<file path="src/rtl/stream_ctrl_pkg.sv">
// Shared types for the sensor stream frame controller: FSM encoding and
// frame-counter width.
package stream_ctrl_pkg;

  typedef enum logic [1:0] {
    IDLE     = 2'd0,
    WAIT_GAP = 2'd1,
    ARMED    = 2'd2,
    ACTIVE   = 2'd3
  } state_e;

  localparam int FRAME_CNT_W = 16;

endpackage

</file>
<file path="src/rtl/stream_frame_ctrl_if.sv">
// Sensor-style video bus: frame valid, line valid and a flat multi-channel
// pixel word. No back-pressure; the source advances every clock.
interface stream_frame_ctrl_if #(
  parameter int DW = 40
);

  logic          fval;
  logic          lval;
  logic [DW-1:0] data;

  modport master (output fval, lval, data);
  modport slave  (input  fval, lval, data);

endinterface

</file>
<file path="src/rtl/fval_edge_det.sv">
// Registers frame valid once and reports frame start (rise) and frame end
// (fall) in the same cycle the new fval level is presented.
module fval_edge_det (
  input  logic                clk,
  input  logic                rst_n,
  stream_frame_ctrl_if.slave  bus,
  output logic                rise,
  output logic                fall
);

  logic fval_d_q;
  logic fval_d_d;

  always_comb begin
    fval_d_d = bus.fval;
  end

  always_ff @(posedge clk or negedge rst_n) begin
    if (!rst_n) begin
      fval_d_q <= 1'b0;
    end else begin
      fval_d_q <= fval_d_d;
    end
  end

  assign rise = bus.fval & ~fval_d_q;
  assign fall = ~bus.fval & fval_d_q;

endmodule

</file>
<file path="src/rtl/stream_frame_ctrl.sv">
// Gates a sensor stream so only whole frames pass while streaming is enabled,
// latching per-frame format settings and counting completed output frames.
module stream_frame_ctrl
  import stream_ctrl_pkg::*;
#(
  parameter int SENSOR_DAT_WIDTH = 10,
  parameter int CHANNEL_NUM      = 4,
  parameter int REG_WD           = 32
) (
  input  logic                                 clk_pix,
  input  logic                                 reset_pix_n,
  input  logic                                 i_fval,
  input  logic                                 i_lval,
  input  logic [SENSOR_DAT_WIDTH*CHANNEL_NUM-1:0] iv_pix_data,
  input  logic                                 i_stream_enable,
  input  logic                                 i_acquisition_start,
  input  logic                                 i_encrypt_state,
  input  logic [REG_WD-1:0]                    iv_pixel_format,
  input  logic [2:0]                           iv_test_image,
  output logic                                 o_fval,
  output logic                                 o_lval,
  output logic [SENSOR_DAT_WIDTH*CHANNEL_NUM-1:0] ov_pix_data,
  output logic [REG_WD-1:0]                    ov_pixel_format,
  output logic [2:0]                           ov_test_image,
  output logic                                 o_full_frame_state,
  output logic [FRAME_CNT_W-1:0]               ov_frame_cnt
);

  localparam int DW = SENSOR_DAT_WIDTH * CHANNEL_NUM;

  stream_frame_ctrl_if #(.DW(DW)) sensor_bus ();

  assign sensor_bus.fval = i_fval;
  assign sensor_bus.lval = i_lval;
  assign sensor_bus.data = iv_pix_data;

  logic frame_start;
  logic frame_end;

  fval_edge_det u_fval_edge (
    .clk   (clk_pix),
    .rst_n (reset_pix_n),
    .bus   (sensor_bus),
    .rise  (frame_start),
    .fall  (frame_end)
  );

  logic go;
  assign go = i_stream_enable & i_acquisition_start & i_encrypt_state;

  state_e                 state_q, state_d;
  logic [REG_WD-1:0]      pixel_format_q, pixel_format_d;
  logic [2:0]             test_image_q, test_image_d;
  logic [FRAME_CNT_W-1:0] frame_cnt_q, frame_cnt_d;
  logic                   fval_o_q, fval_o_d;
  logic                   lval_o_q, lval_o_d;
  logic [DW-1:0]          pix_data_q, pix_data_d;
  logic                   full_frame_q, full_frame_d;
  logic                   gate;

  always_comb begin
    state_d        = state_q;
    pixel_format_d = pixel_format_q;
    test_image_d   = test_image_q;
    frame_cnt_d    = frame_cnt_q;

    case (state_q)
      IDLE: begin
        if (go) state_d = sensor_bus.fval ? WAIT_GAP : ARMED;
      end
      WAIT_GAP: begin
        if (!go)                  state_d = IDLE;
        else if (!sensor_bus.fval) state_d = ARMED;
      end
      ARMED: begin
        if (frame_start && go) begin
          state_d        = ACTIVE;
          pixel_format_d = iv_pixel_format;
          test_image_d   = iv_test_image;
        end else if (!go) begin
          state_d = IDLE;
        end
      end
      ACTIVE: begin
        // go is only looked at once the frame has ended, so frames never truncate
        if (frame_end) begin
          frame_cnt_d = frame_cnt_q + 1'b1;
          state_d     = go ? ARMED : IDLE;
        end
      end
      default: state_d = IDLE;
    endcase

    // Opening the gate on the transition into ACTIVE aligns the first output
    // cycle with the delayed frame-start cycle.
    gate         = (state_q == ACTIVE) || (state_d == ACTIVE);
    fval_o_d     = gate & sensor_bus.fval;
    lval_o_d     = gate & sensor_bus.fval & sensor_bus.lval;
    pix_data_d   = gate ? sensor_bus.data : '0;
    full_frame_d = (state_d == ACTIVE);
  end

  always_ff @(posedge clk_pix or negedge reset_pix_n) begin
    if (!reset_pix_n) begin
      state_q        <= IDLE;
      pixel_format_q <= '0;
      test_image_q   <= '0;
      frame_cnt_q    <= '0;
      fval_o_q       <= 1'b0;
      lval_o_q       <= 1'b0;
      pix_data_q     <= '0;
      full_frame_q   <= 1'b0;
    end else begin
      state_q        <= state_d;
      pixel_format_q <= pixel_format_d;
      test_image_q   <= test_image_d;
      frame_cnt_q    <= frame_cnt_d;
      fval_o_q       <= fval_o_d;
      lval_o_q       <= lval_o_d;
      pix_data_q     <= pix_data_d;
      full_frame_q   <= full_frame_d;
    end
  end

  assign o_fval             = fval_o_q;
  assign o_lval             = lval_o_q;
  assign ov_pix_data        = pix_data_q;
  assign ov_pixel_format    = pixel_format_q;
  assign ov_test_image      = test_image_q;
  assign o_full_frame_state = full_frame_q;
  assign ov_frame_cnt       = frame_cnt_q;

endmodule

</file>
<file path="config.mk">
export PLATFORM = sky130hd
export DESIGN_NAME = stream_frame_ctrl
export DESIGN_NICKNAME = d
export VERILOG_FILES = /design/src/rtl/stream_ctrl_pkg.sv /design/src/rtl/stream_frame_ctrl_if.sv /design/src/rtl/fval_edge_det.sv /design/src/rtl/stream_frame_ctrl.sv
export SDC_FILE = /design/constraint.sdc
export NUM_CORES = 1
export LEC_CHECK = 0
export CORE_MARGIN = 2
export CORE_UTILIZATION = 36
export CTS_CLUSTER_SIZE = 25
export DETAILED_ROUTE_END_ITERATION = 6
export GPL_TIMING_DRIVEN = 0
export PLACE_DENSITY = 0.76
export SLEW_MARGIN = 20
export SYNTH_ARGS = -nofsm -noshare
export SYNTH_HDL_FRONTEND = slang
export SYNTH_SLANG_ARGS = --single-unit
export TNS_END_PERCENT = 1
</file>
<file path="constraint.sdc">
create_clock -name clk_pix -period 1.8 [get_ports clk_pix]
set_clock_uncertainty 0.15 [all_clocks]
set_input_delay 0.18 -clock clk_pix [delete_from_list [all_inputs] [get_ports clk_pix]]
set_output_delay 0.18 -clock clk_pix [all_outputs]
set_load 0.05 [all_outputs]
</file>
==> run_results.csv <==
group,metric,value,unit
die,row_count,36,
timing,post-route-period-util,106,%
timing,hold_viol_final,0,
power,vdd_drop_max,0.430,mV
die,initial_core_util,36.6,%
critical_path,arrival,2000,ps
route,drc_errors,0,
timing,fin_crit,1910,ps
clocking,cts_root_buf,"clkbuf_8",
critical_path,slowest_delay,420,ps
critical_path,end_kind,"register",
synth,yosysSeqAreaShare,68.5,%
layout,fillCellCount,799,
timing,tightest_slew,532,ps
outcome,status,"complete, but fails checks",
synth,avgSynthCellArea,14.5,um2
clocking,cts.clk_slew.worst_paths,100,ps
route,vias,2592,
placement,place_ws,-763,ps
hold_path,min_to,"o_fval",
clocking,cts_tree,"done",
synth,syn_inst,245,
hold_path,worstHoldStart,"i_fval",
global_route,grt-ovfl-total,0,
timing,drv_slew,0,
route,ant_nets,0,
clocking,cts.sinks,97,
global_route,met3_usage,7.26,%
power,power.density,689,nW/um2
timing,fin_ws,-105,ps
timing,rsz0062_at_grt,"yes",
die,ios,176,
layout,area_growth,67.5,%
synth,syn_area,3540,um2
power,leakagePower,3.24,nW
hold_path,holdCritPathClass,"primary input to register",
global_route,use_met1,18.1,%
timing,timing.fmax,525,MHz
placement,place.gp.congestion,0.759,
synth,yosysWarningCount,0,
clocking,clock_path_buffers,2,
critical_path,r2r-start,"u_fval_edge.fval_d_q",
global_route,grt_first_pass_wirelength,12.1,mm
synth,synth_nets,328,
critical_path,crit_fanout,8,
critical_path,cp_slowest_cell,"dfrtp_1",
timing,holdWs,62.0,ps
route,drt_first_pass_iters,4,
die,core,9680,um2
layout,layout.nets,527,
hold_path,holdPathStages,2,
critical_path,reg2regPathDepth,5,
placement,dpl.hpwl,6.09,mm
placement,place_area,5490,um2
global_route,top_usage_layer,"met2",
synth,synth_flop_cell,"dfrtp_1",
synth,synth_seq_cells,97,
global_route,met2_usage,24.0,%
die,die_width,103,um
global_route,grt_max_degree,64,
timing,relSlewSlack,64.7,%
synth,synth_edf_count,0,
critical_path,setup.worst_path.class,"register to register",
global_route,first_global_vias,2502,
critical_path,r2r-end,"ov_pixel_format[15]",
critical_path,critPathRequiredTime,1890,ps
critical_path,crit_chain,"or3b_4 > nor3_4 > buf_12 > clkbuf_16 > mux2_4",
synth,synth_area_leader_cell,"dfrtp_1",
global_route,grt_antenna_before_repair,0,
die,dieHeight,103,um
clocking,cts_buffers,9,
layout,layout-drive-gt1-share,16.7,%
synth,yosysTopAreaCellShare,68.5,%
route,drt_iter0_drc,64,
route,routed_wl,8.83,mm
critical_path,reg2reg_slack,-110,ps
critical_path,critPathLaunchType,"register",
clocking,clock_latency,350,ps
job,maxCapViolCount,0,
route,wl_per_cell,15.2,um
layout,finalInstanceArea,5940,um2
die,dieArea,10700,um2
synth,async_reset_ff_share,100,%
clocking,cts_max_level,3,
route,avgViaCountPerCell,4.45,
synth,synth_area_leaders,"dfrtp_1 (69%), mux2_2 (11%), and2_1 (7.2%), xnor2_1 (2.2%), xor2_1 (1.5%)",
layout,multi_input_area,1190,um2
layout,regArea,2430,um2
synth,synth_cell_types,25,
placement,port_buffers,175,
layout,diodes,0,
timing,finalSetupViolCount,35,
global_route,grt_usage,15.0,%
outcome,violations,"setup timing",
[cell usage after synthesis, types with 2 or more instances]
library cell,n
and3_1,6
clkbuf_1,5
o21ai_0,2
buf_6,3
mux2_2,34
and2_1,41
nor2_1,7
xnor2_1,9
nand3_1,6
nor3_1,3
nand2_1,6
dfrtp_1,97
nand4_1,4
xor2_1,6
inv_1,4
a21oi_1,3
[area by class of cell]
cell class | count | share of cell area, %
Tap cell | 133 | 2.80
Clock buffer | 10 | 2.15
Inverter | 4 | 0.253
Timing Repair Buffer | 188 | 31.0
Sequential cell | 97 | 40.9
Buffer | 8 | 1.26
Clock inverter | 6 | 1.52
Multi-Input combinational cell | 136 | 20.1
[state kept, by name, indices dropped and copies added (netlist names), 2 cells and up]
name	count
ov_frame_cnt	16
ov_pix_data	40
ov_pixel_format	32
ov_test_image	3
state_q	2
[power breakdown]
| group | total [mW] | leakage (nW) | switching (mW) | internal (mW) |
|---|---|---|---|---|
| combinational | 0.334 | 1.79 | 0.135 | 0.199 |
| sequential | 2.20 | 1.34 | 0.00950 | 2.19 |
| clock | 1.56 | 0.107 | 0.766 | 0.792 |
[critical path: cells and delay by family, from the launching register on]
family / cells / cell delay, ps
muxes: 1 / 300
DFF: 1 / 420
buffers and inverters: 2 / 340
and+or+nand+nor: 2 / 590
[cells in the final DEF, fill, tap and decap left out, types with 2 or more instances in the layout]
cell	synthesis	final
bufinv_16	0	2
clkdlybuf4s50_1	0	76
buf_4	0	5
and2_1	41	41
and3_1	6	6
buf_8	0	3
clkbuf_8	0	9
dfrtp_1	97	97
nand2_1	6	6
nor3_1	3	3
xor2_1	6	6
dlymetal6s2s_1	0	4
nand3_1	6	6
a21oi_1	3	2
dlygate4sd2_1	0	94
inv_6	0	2
mux2_4	0	34
clkbuf_2	0	5
o21ai_0	2	2
xnor2_1	9	9
inv_1	4	4
nor2_1	7	6
buf_12	0	2
nand4_1	4	4
dlygate4sd3_1	0	2
clkbuf_16	0	3
[repair_timing]
item | 4_1_cts | 5_1_grt
resized for setup | 102 | 45
setup buffers | 3 | 4
gates cloned | 0 | 3
setup endpoints to repair | 170 | 78
pin swaps | 1 | 3
endpoints found under the hold margin | 97 | 1
hold buffers | 1 | 1
[metal layers]
layer / part of all wire [%] / vias to the layer above
met4: 0.87 / 0
met2: 49 / 111
li1: - / 1214
met1: 42 / 1261
met5: 0 / -
met3: 8.8 / 6
[how the worst max path moves through the flow]
stage	startpoint	to	cells past startpoint	slack [ps]
4_1_cts	u_fval_edge.fval_d_q	ov_pixel_format[4]	5	-180
3_3_place_gp	reset_pix_n	ov_pix_data[9]	1	-3130
5_1_grt	u_fval_edge.fval_d_q	ov_pixel_format[29]	5	-140
2_1_floorplan	u_fval_edge.fval_d_q	ov_pixel_format[10]	4	-90
3_5_place_dp	i_encrypt_state	ov_pixel_format[4]	6	-760
6_report	u_fval_edge.fval_d_q	ov_pixel_format[15]	5	-110
[cell families (layout without fill, tap and decap cells)]
logic type,after synthesis,in the layout,synth area share (%)
flops,97,97,68.5
simple gates,78,78,13.2
mux,35,35,11.1
xor+xnor,15,15,3.71
buf+inv,12,216,1.91
compound gates,7,7,1.17
fa+ha+maj,1,1,0.353
[per-stage QoR]
step,total power [mW],TNS (ps),utilization (%),cells
CTS,4.12,-5790,58.4,574
finish,4.09,-2930,61.3,582
detailed placement,2.57,-49950,56.7,554
global route,4.26,-4610,61.3,582
global placement,2.56,-353340,56.4,553
floorplan,2.31,-2960,-,245
Note: power is estimated with default switching activity, not from simulation.
